`config.mk`:
```
export PLATFORM = sky130hd
export DESIGN_NAME = dmem_arbiter_flat
export DESIGN_NICKNAME = d
export VERILOG_FILES = /design/src/rtl/dmem_arb_pkg.sv /design/src/rtl/dmem_arbiter_if.sv /design/src/rtl/rr_arb2.sv /design/src/rtl/dmem_arbiter.sv /design/src/flat_wrapper.sv
export SDC_FILE = /design/constraint.sdc
export NUM_CORES = 1
export LEC_CHECK = 0
export BUFFER_PORTS_ARGS = -buffer_cell sky130_fd_sc_hd__buf_2
export CAP_MARGIN = 40
export CORE_AREA = 2 2 118 120
export CTS_BUF_LIST = sky130_fd_sc_hd__clkbuf_8 sky130_fd_sc_hd__clkbuf_16
export CTS_CLUSTER_SIZE = 10
export DETAILED_ROUTE_END_ITERATION = 16
export DIE_AREA = 0 0 120 122
export MAX_ROUTING_LAYER = met4
export PLACE_DENSITY = 0.5
export SKIP_LAST_GASP = 1
export SYNTH_ARGS = -nofsm -noshare
export SYNTH_HDL_FRONTEND = slang
export SYNTH_SLANG_ARGS = --single-unit
```
`constraint.sdc`:
```
create_clock -name clk -period 1.6 [get_ports clk]
set_input_delay 0.08 -clock clk [delete_from_list [all_inputs] [get_ports clk]]
set_output_delay 0.08 -clock clk [all_outputs]
set_load 0.01 [all_outputs]
```
`src/rtl/dmem_arb_pkg.sv`:
```
// Shared types for the data-memory arbiter: port ids, arbiter states, read-return tag.
package dmem_arb_pkg;

  typedef enum logic {
    PORT_CPU = 1'b0,
    PORT_LDR = 1'b1
  } port_id_t;

  typedef enum logic {
    ARB_OPEN   = 1'b0,
    ARB_LOCKED = 1'b1
  } arb_state_t;

  typedef struct packed {
    logic     valid;
    port_id_t port;
  } rd_tag_t;

endpackage

```
`src/rtl/dmem_arbiter_if.sv`:
```
// Bundle of both requester ports plus the data_mem side of the arbiter.
interface dmem_arbiter_if #(
  parameter int ADDR_W = 32,
  parameter int DATA_W = 32
);
  logic              m0_req;
  logic              m0_we;
  logic [ADDR_W-1:0] m0_addr;
  logic [DATA_W-1:0] m0_wdata;
  logic              m0_gnt;
  logic              m0_rvalid;
  logic [DATA_W-1:0] m0_rdata;

  logic              m1_req;
  logic              m1_we;
  logic [ADDR_W-1:0] m1_addr;
  logic [DATA_W-1:0] m1_wdata;
  logic              m1_lock;
  logic              m1_gnt;
  logic              m1_rvalid;
  logic [DATA_W-1:0] m1_rdata;

  logic              mem_en;
  logic              mem_we;
  logic [ADDR_W-1:0] mem_addr;
  logic [DATA_W-1:0] mem_din;
  logic [DATA_W-1:0] mem_dout;

  // Requesters and the memory, seen from outside the arbiter.
  modport master (
    output m0_req, m0_we, m0_addr, m0_wdata,
    output m1_req, m1_we, m1_addr, m1_wdata, m1_lock,
    output mem_dout,
    input  m0_gnt, m0_rvalid, m0_rdata,
    input  m1_gnt, m1_rvalid, m1_rdata,
    input  mem_en, mem_we, mem_addr, mem_din
  );

  modport slave (
    input  m0_req, m0_we, m0_addr, m0_wdata,
    input  m1_req, m1_we, m1_addr, m1_wdata, m1_lock,
    input  mem_dout,
    output m0_gnt, m0_rvalid, m0_rdata,
    output m1_gnt, m1_rvalid, m1_rdata,
    output mem_en, mem_we, mem_addr, mem_din
  );
endinterface

```
`src/rtl/rr_arb2.sv`:
```
// Two-input round-robin picker: on a tie the port that did not win last time wins.
// Latency: purely combinational.
// Backpressure: none; a non-requesting port is never granted.
module rr_arb2
  import dmem_arb_pkg::*;
(
  input  logic [1:0] req,
  input  port_id_t   last_winner,
  output logic [1:0] gnt,
  output port_id_t   winner
);

  always_comb begin
    gnt    = 2'b00;
    winner = last_winner;
    if (req == 2'b11) begin
      winner = (last_winner == PORT_CPU) ? PORT_LDR : PORT_CPU;
      gnt    = (winner == PORT_LDR) ? 2'b10 : 2'b01;
    end else if (req[0]) begin
      winner = PORT_CPU;
      gnt    = 2'b01;
    end else if (req[1]) begin
      winner = PORT_LDR;
      gnt    = 2'b10;
    end
  end

endmodule

```
`src/rtl/dmem_arbiter.sv`:
```
// Shares single-ported data_mem between CPU LSU (port 0) and loader/debug (port 1), with port-1 burst lock.
// Latency: grant and mem issue combinational from req; read data returns one cycle after grant.
// Backpressure: a request is held until its gnt; port 1 locks for at most LOCK_MAX grants while port 0 waits.
module dmem_arbiter
  import dmem_arb_pkg::*;
#(
  parameter int ADDR_W   = 32,
  parameter int DATA_W   = 32,
  parameter int LOCK_MAX = 16
) (
  input logic           clk,
  input logic           rst_n,
  dmem_arbiter_if.slave bus
);

  localparam int CNT_W = $clog2(LOCK_MAX + 1);
  localparam logic [CNT_W-1:0] CNT_MAX = CNT_W'(LOCK_MAX);

  arb_state_t        state, state_nxt;
  logic [CNT_W-1:0]  lock_cnt, lock_cnt_nxt;
  port_id_t          last_winner, rr_winner, winner;
  logic [1:0]        rr_gnt, gnt;
  rd_tag_t           rtag;
  logic              issue_en, issue_we;
  logic [ADDR_W-1:0] win_addr;
  logic [DATA_W-1:0] win_wdata;

  rr_arb2 u_rr (
    .req         ({bus.m1_req, bus.m0_req}),
    .last_winner (last_winner),
    .gnt         (rr_gnt),
    .winner      (rr_winner)
  );

  always_comb begin
    gnt          = rr_gnt;
    state_nxt    = state;
    lock_cnt_nxt = lock_cnt;
    case (state)
      ARB_OPEN: begin
        if (rr_gnt[1] && bus.m1_lock) begin
          state_nxt    = ARB_LOCKED;
          lock_cnt_nxt = CNT_W'(1);
        end
      end
      ARB_LOCKED: begin
        if (bus.m1_req && bus.m1_lock) begin
          // Past LOCK_MAX port 1 keeps going only while port 0 is idle; the count saturates.
          if ((lock_cnt < CNT_MAX) || !bus.m0_req) begin
            gnt = 2'b10;
            if (lock_cnt < CNT_MAX) lock_cnt_nxt = lock_cnt + CNT_W'(1);
          end else begin
            gnt          = 2'b01;
            state_nxt    = ARB_OPEN;
            lock_cnt_nxt = '0;
          end
        end else begin
          // Lock released or port 1 idle: plain round-robin decides this cycle.
          state_nxt    = ARB_OPEN;
          lock_cnt_nxt = '0;
        end
      end
      default: begin
        state_nxt    = ARB_OPEN;
        lock_cnt_nxt = '0;
      end
    endcase
  end

  always_comb begin
    winner    = gnt[1] ? PORT_LDR : (gnt[0] ? PORT_CPU : rr_winner);
    issue_en  = |gnt;
    issue_we  = 1'b0;
    win_addr  = bus.m0_addr;
    win_wdata = bus.m0_wdata;
    if (gnt[1]) begin
      issue_we  = bus.m1_we;
      win_addr  = bus.m1_addr;
      win_wdata = bus.m1_wdata;
    end else if (gnt[0]) begin
      issue_we  = bus.m0_we;
    end
  end

  always_ff @(posedge clk or negedge rst_n) begin
    if (!rst_n) begin
      state       <= ARB_OPEN;
      lock_cnt    <= '0;
      last_winner <= PORT_LDR;
      rtag        <= '{valid: 1'b0, port: PORT_CPU};
    end else begin
      state    <= state_nxt;
      lock_cnt <= lock_cnt_nxt;
      if (issue_en) last_winner <= winner;
      rtag <= '{valid: issue_en && !issue_we, port: winner};
    end
  end

  assign bus.m0_gnt    = gnt[0];
  assign bus.m1_gnt    = gnt[1];
  assign bus.mem_en    = issue_en;
  assign bus.mem_we    = issue_we;
  assign bus.mem_addr  = win_addr;
  assign bus.mem_din   = win_wdata;

  assign bus.m0_rvalid = rtag.valid && (rtag.port == PORT_CPU);
  assign bus.m1_rvalid = rtag.valid && (rtag.port == PORT_LDR);
  assign bus.m0_rdata  = bus.m0_rvalid ? bus.mem_dout : '0;
  assign bus.m1_rdata  = bus.m1_rvalid ? bus.mem_dout : '0;

endmodule

```
`src/flat_wrapper.sv`:
```
// flat-port wrapper written by rule: the top's interface ports become plain ports
module dmem_arbiter_flat import dmem_arb_pkg::*;
#(
  parameter int ADDR_W   = 32,
  parameter int DATA_W   = 32,
  parameter int LOCK_MAX = 16
)
  (clk, rst_n, bus_m0_req, bus_m0_we, bus_m0_addr, bus_m0_wdata, bus_m1_req, bus_m1_we, bus_m1_addr, bus_m1_wdata, bus_m1_lock, bus_mem_dout, bus_m0_gnt, bus_m0_rvalid, bus_m0_rdata, bus_m1_gnt, bus_m1_rvalid, bus_m1_rdata, bus_mem_en, bus_mem_we, bus_mem_addr, bus_mem_din);
  dmem_arbiter_if #(.ADDR_W(ADDR_W), .DATA_W(DATA_W)) bus_i ();
  input logic clk;
  input logic rst_n;
  input wire logic [$bits(bus_i.m0_req)-1:0] bus_m0_req;
  input wire logic [$bits(bus_i.m0_we)-1:0] bus_m0_we;
  input wire logic [$bits(bus_i.m0_addr)-1:0] bus_m0_addr;
  input wire logic [$bits(bus_i.m0_wdata)-1:0] bus_m0_wdata;
  input wire logic [$bits(bus_i.m1_req)-1:0] bus_m1_req;
  input wire logic [$bits(bus_i.m1_we)-1:0] bus_m1_we;
  input wire logic [$bits(bus_i.m1_addr)-1:0] bus_m1_addr;
  input wire logic [$bits(bus_i.m1_wdata)-1:0] bus_m1_wdata;
  input wire logic [$bits(bus_i.m1_lock)-1:0] bus_m1_lock;
  input wire logic [$bits(bus_i.mem_dout)-1:0] bus_mem_dout;
  output wire logic [$bits(bus_i.m0_gnt)-1:0] bus_m0_gnt;
  output wire logic [$bits(bus_i.m0_rvalid)-1:0] bus_m0_rvalid;
  output wire logic [$bits(bus_i.m0_rdata)-1:0] bus_m0_rdata;
  output wire logic [$bits(bus_i.m1_gnt)-1:0] bus_m1_gnt;
  output wire logic [$bits(bus_i.m1_rvalid)-1:0] bus_m1_rvalid;
  output wire logic [$bits(bus_i.m1_rdata)-1:0] bus_m1_rdata;
  output wire logic [$bits(bus_i.mem_en)-1:0] bus_mem_en;
  output wire logic [$bits(bus_i.mem_we)-1:0] bus_mem_we;
  output wire logic [$bits(bus_i.mem_addr)-1:0] bus_mem_addr;
  output wire logic [$bits(bus_i.mem_din)-1:0] bus_mem_din;
  assign bus_i.m0_req = bus_m0_req;
  assign bus_i.m0_we = bus_m0_we;
  assign bus_i.m0_addr = bus_m0_addr;
  assign bus_i.m0_wdata = bus_m0_wdata;
  assign bus_i.m1_req = bus_m1_req;
  assign bus_i.m1_we = bus_m1_we;
  assign bus_i.m1_addr = bus_m1_addr;
  assign bus_i.m1_wdata = bus_m1_wdata;
  assign bus_i.m1_lock = bus_m1_lock;
  assign bus_i.mem_dout = bus_mem_dout;
  assign bus_m0_gnt = bus_i.m0_gnt;
  assign bus_m0_rvalid = bus_i.m0_rvalid;
  assign bus_m0_rdata = bus_i.m0_rdata;
  assign bus_m1_gnt = bus_i.m1_gnt;
  assign bus_m1_rvalid = bus_i.m1_rvalid;
  assign bus_m1_rdata = bus_i.m1_rdata;
  assign bus_mem_en = bus_i.mem_en;
  assign bus_mem_we = bus_i.mem_we;
  assign bus_mem_addr = bus_i.mem_addr;
  assign bus_mem_din = bus_i.mem_din;
  dmem_arbiter #(.ADDR_W(ADDR_W), .DATA_W(DATA_W), .LOCK_MAX(LOCK_MAX)) u_core (.clk(clk), .rst_n(rst_n), .bus(bus_i));
endmodule
```
==> results by group <==
Outcome
  • Status: finished with violations
  • Failing checks: negative setup slack

STA
  • Max Fclk: ~500 MHz
  • Final hold violation count: 0
  • Final clock skew: 3.745 ps
  • RSZ-0062 raised after global routing: yes
  • Setup ws final: -410.9 ps
  • Worst-Margin Slew: between 200 and 300 ps
  • Pins Over Slew Limit: 0
  • Fin crit share: 125.7%
  • Final setup fails: 67
  • Hold Slack: roughly 170 ps
  • Fin crit period: just over 2000 ps
  • Max-slew headroom: between 80% and 90%

Layout
  • Most frequent cells in the layout: buf_2 (263), buf_6 (38), and3_1 (35)
  • Commonest non-fill, non-tap cell in the layout: buf_2
  • Area Growth Syn to Fin: 132.6%
  • Fill cell count: between 1k and 1.5k
  • Share of cells above drive strength 1: 77.28%
  • Non-Filler Instances: approximately 700
  • # diodes: 0
  • Final net count: 684

Global route
  • Grt peak-use layer: met2
  • GRT Residual Overflow: 0
  • Initial antenna violation count: 0
  • GRT Util Overall: between 10% and 20%
  • Number of global-route vias before repair: 2838
  • First-pass GRT wire length: around 15000 um
  • GR Util met3: under 10%
  • Largest net degree at the start of global routing: 34
  • Met1 Use GR: about 16%
  • GR Util met2: about a quarter

Worst setup path
  • Critical path type: reg -> out
  • CP startpoint kind: register
  • Crit-path max cell delay: between 500 and 600 ps
  • Crit-path slowest cell: dfstp_2
  • CP cell instances: nand2_2 > o211ai_4 > buf_6 > buf_12 > buf_16 > mux2_2 > buf_2
  • CP required: between 1500 and 2000 ps
  • Critical path arrival: ~1900 ps
  • Peak fanout along the critical path: 9
  • Endpoint type of the worst setup path: output port

Pwr
  • Total Power: about 0.0022 W
  • Worst VDD drop: roughly 0.00034 V
  • P_leak: between 2 and 3 nW
  • PwrDens: 534.8 mW/mm2

Placed design
  • Post-detail-place hpwl: approximately 8500 um
  • Cell total after placement: a little under 700
  • Port buffer count: 300
  • Placer Congestion: 0.8527

Logic synthesis
  • Post-synth EDFFs: 0
  • Post-synth top area share: 41.45%
  • Top cells by area, synth: mux2_2 (41%), and3_1 (12%), and2_1 (12%)
  • Fraction of registers with async set/reset: 100.0%
  • Sequential-to-total area share from yosys stat: 12.63%
  • Top FF cell, synth: dfrtp_1
  • Syn Inst Count: 206
  • #FFs+latches synth: 9
  • Library cells used by synthesis: 35
  • Syn avg cell area: between 8 and 9 um2
  • Mapped cell area: approximately 0.0018 mm2
  • Syn nets: 374
  • Synth area leader: mux2_2
  • Synth warn: 0

Clock tree
  • Root Buffer: clkbuf_16
  • CTS clock-pin slew for the worst setup and hold paths: around 40 ps
  • Worst skew pair latency: around 240 ps
  • TritonCTS Sinks: 9
  • Max H-tree Level: 1
  • TritonCTS Buffers: 3
  • CTS tree: built
  • Clock tree buffer depth: 2

Route
  • Mean number of vias per cell: 4.053
  • # DRC: 0
  • Routed WL per cell: between 15 and 20 um
  • Routed WL: ~11000 um
  • Vias: 2817
  • Drt first pass iters: 4
  • DRT iter0 DRCs: 81
  • Final ANT Viol Nets: 0

Die
  • Die width: ~120 um
  • # IOs: between 300 and 400
  • DIE AREA: around 0.015 mm2
  • Die Ht: 122 um
  • FP Rows: 43
  • Core area: about 0.014 mm2
  • Initial Util: between 10% and 20%

Flow run
  • Max Cap Viol: 0

Worst hold path
  • Min-Delay Path Class: in -> reg
-- sequential cells by signal, indices dropped and copies added, names as in the netlist --
register            cells
u_core.lock_cnt         5
u_core.rtag             2
u_core.last_winner      1
u_core.state            1
-- critical path, delay by kind of cell (launching register included) --
family | cells | cell delay, ps
flops | 1 | 550
compound gates | 1 | 210
buf+inv | 4 | 520
mux | 1 | 330
simple gates | 1 | 70
-- area by class of cell --
type | count | area [um2] | share of cell area, %
clock buffers | 3 | 75.07 | 1.800
clock inverters | 1 | 3.754 | 0.09001
inverters | 4 | 15.01 | 0.3600
multi-input cells | 174 | 1565 | 37.53
flip-flops and latches | 9 | 226.5 | 5.431
well taps | 180 | 225.2 | 5.401
repair buffers | 324 | 2059 | 49.39
-- metal layers --
layer	wire (um)	share of wire, %
met1	4168	38
met3	699	6.4
met2	5768	53
met5	0	0
met4	236	2.2
-- synth_stat cells (2+ instances only) --
library cell / instances
a21oi_1: 7
and2_1: 33
and3_1: 35
buf_2: 3
buf_4: 5
buf_6: 2
clkbuf_1: 9
dfrtp_1: 8
inv_1: 3
mux2_2: 66
nand2_1: 5
nand4_1: 2
nor2b_1: 2
o21ai_0: 5
-- final timing paths --
check | from | end | slack [ps] | cells after the start
setup reg to reg | u_core.last_winner | u_core.rtag[1] | 70 | 7
min in group asynchronous | rst_n | u_core.lock_cnt[4] | 230 | 2
max in group asynchronous | rst_n | u_core.last_winner | 1120 | 2
hold / removal | bus_m1_we | u_core.rtag[1] | 170 | 3
setup / recovery | u_core.last_winner | bus_mem_addr[3] | -410 | 7
hold reg to reg | u_core.lock_cnt[1] | u_core.lock_cnt[1] | 570 | 1
-- metrics by stage --
step | area, um2 | setup TNS [ps] | utilization (%) | worst slack (ps)
floorplan | 1795 | -54.51 | - | -10.90
global placement | 3536 | -4689 | 26.18 | -133.8
detailed placement | 3536 | -6566 | 26.18 | -158.8
CTS | 3913 | -23220 | 28.97 | -393.0
global route | 4170 | -25820 | 30.88 | -456.7
finish | 4170 | -22560 | 30.88 | -410.9
-- repair_timing --
| item | 4_1_cts | 5_1_grt |
|---|---|---|
| gates resized for setup | 26 | 54 |
| hold buffers | 1 | 0 |
| gates cloned | 4 | 1 |
| hold endpoints to repair | 9 | 0 |
| endpoints found under the setup margin | 67 | 68 |
| setup buffers | 5 | 1 |
| pin swaps | 2 | 0 |
-- logic make-up (layout without fill, tap and decap cells) --
kind of cell | count (synthesis) | count (layout) | share of synthesized area, %
AO/OA/AOI/OAI | 22 | 22 | 8.654
adder cells (fa/ha/maj) | 1 | 1 | 0.6977
AND/OR/NAND/NOR | 83 | 83 | 28.61
buffers and inverters | 23 | 332 | 6.908
multiplexers | 67 | 67 | 42.01
flip-flops | 9 | 9 | 12.63
XOR/XNOR | 1 | 1 | 0.4886
-- report_power, final --
part           internal [W]  total, W  switching [W]
Clock              0.000328  0.000447       0.000119
Sequential         0.000251  0.000268      0.0000171
Combinational      0.000853   0.00152       0.000663
Total               0.00143   0.00223       0.000799
Power figures use the tool's default switching activity.
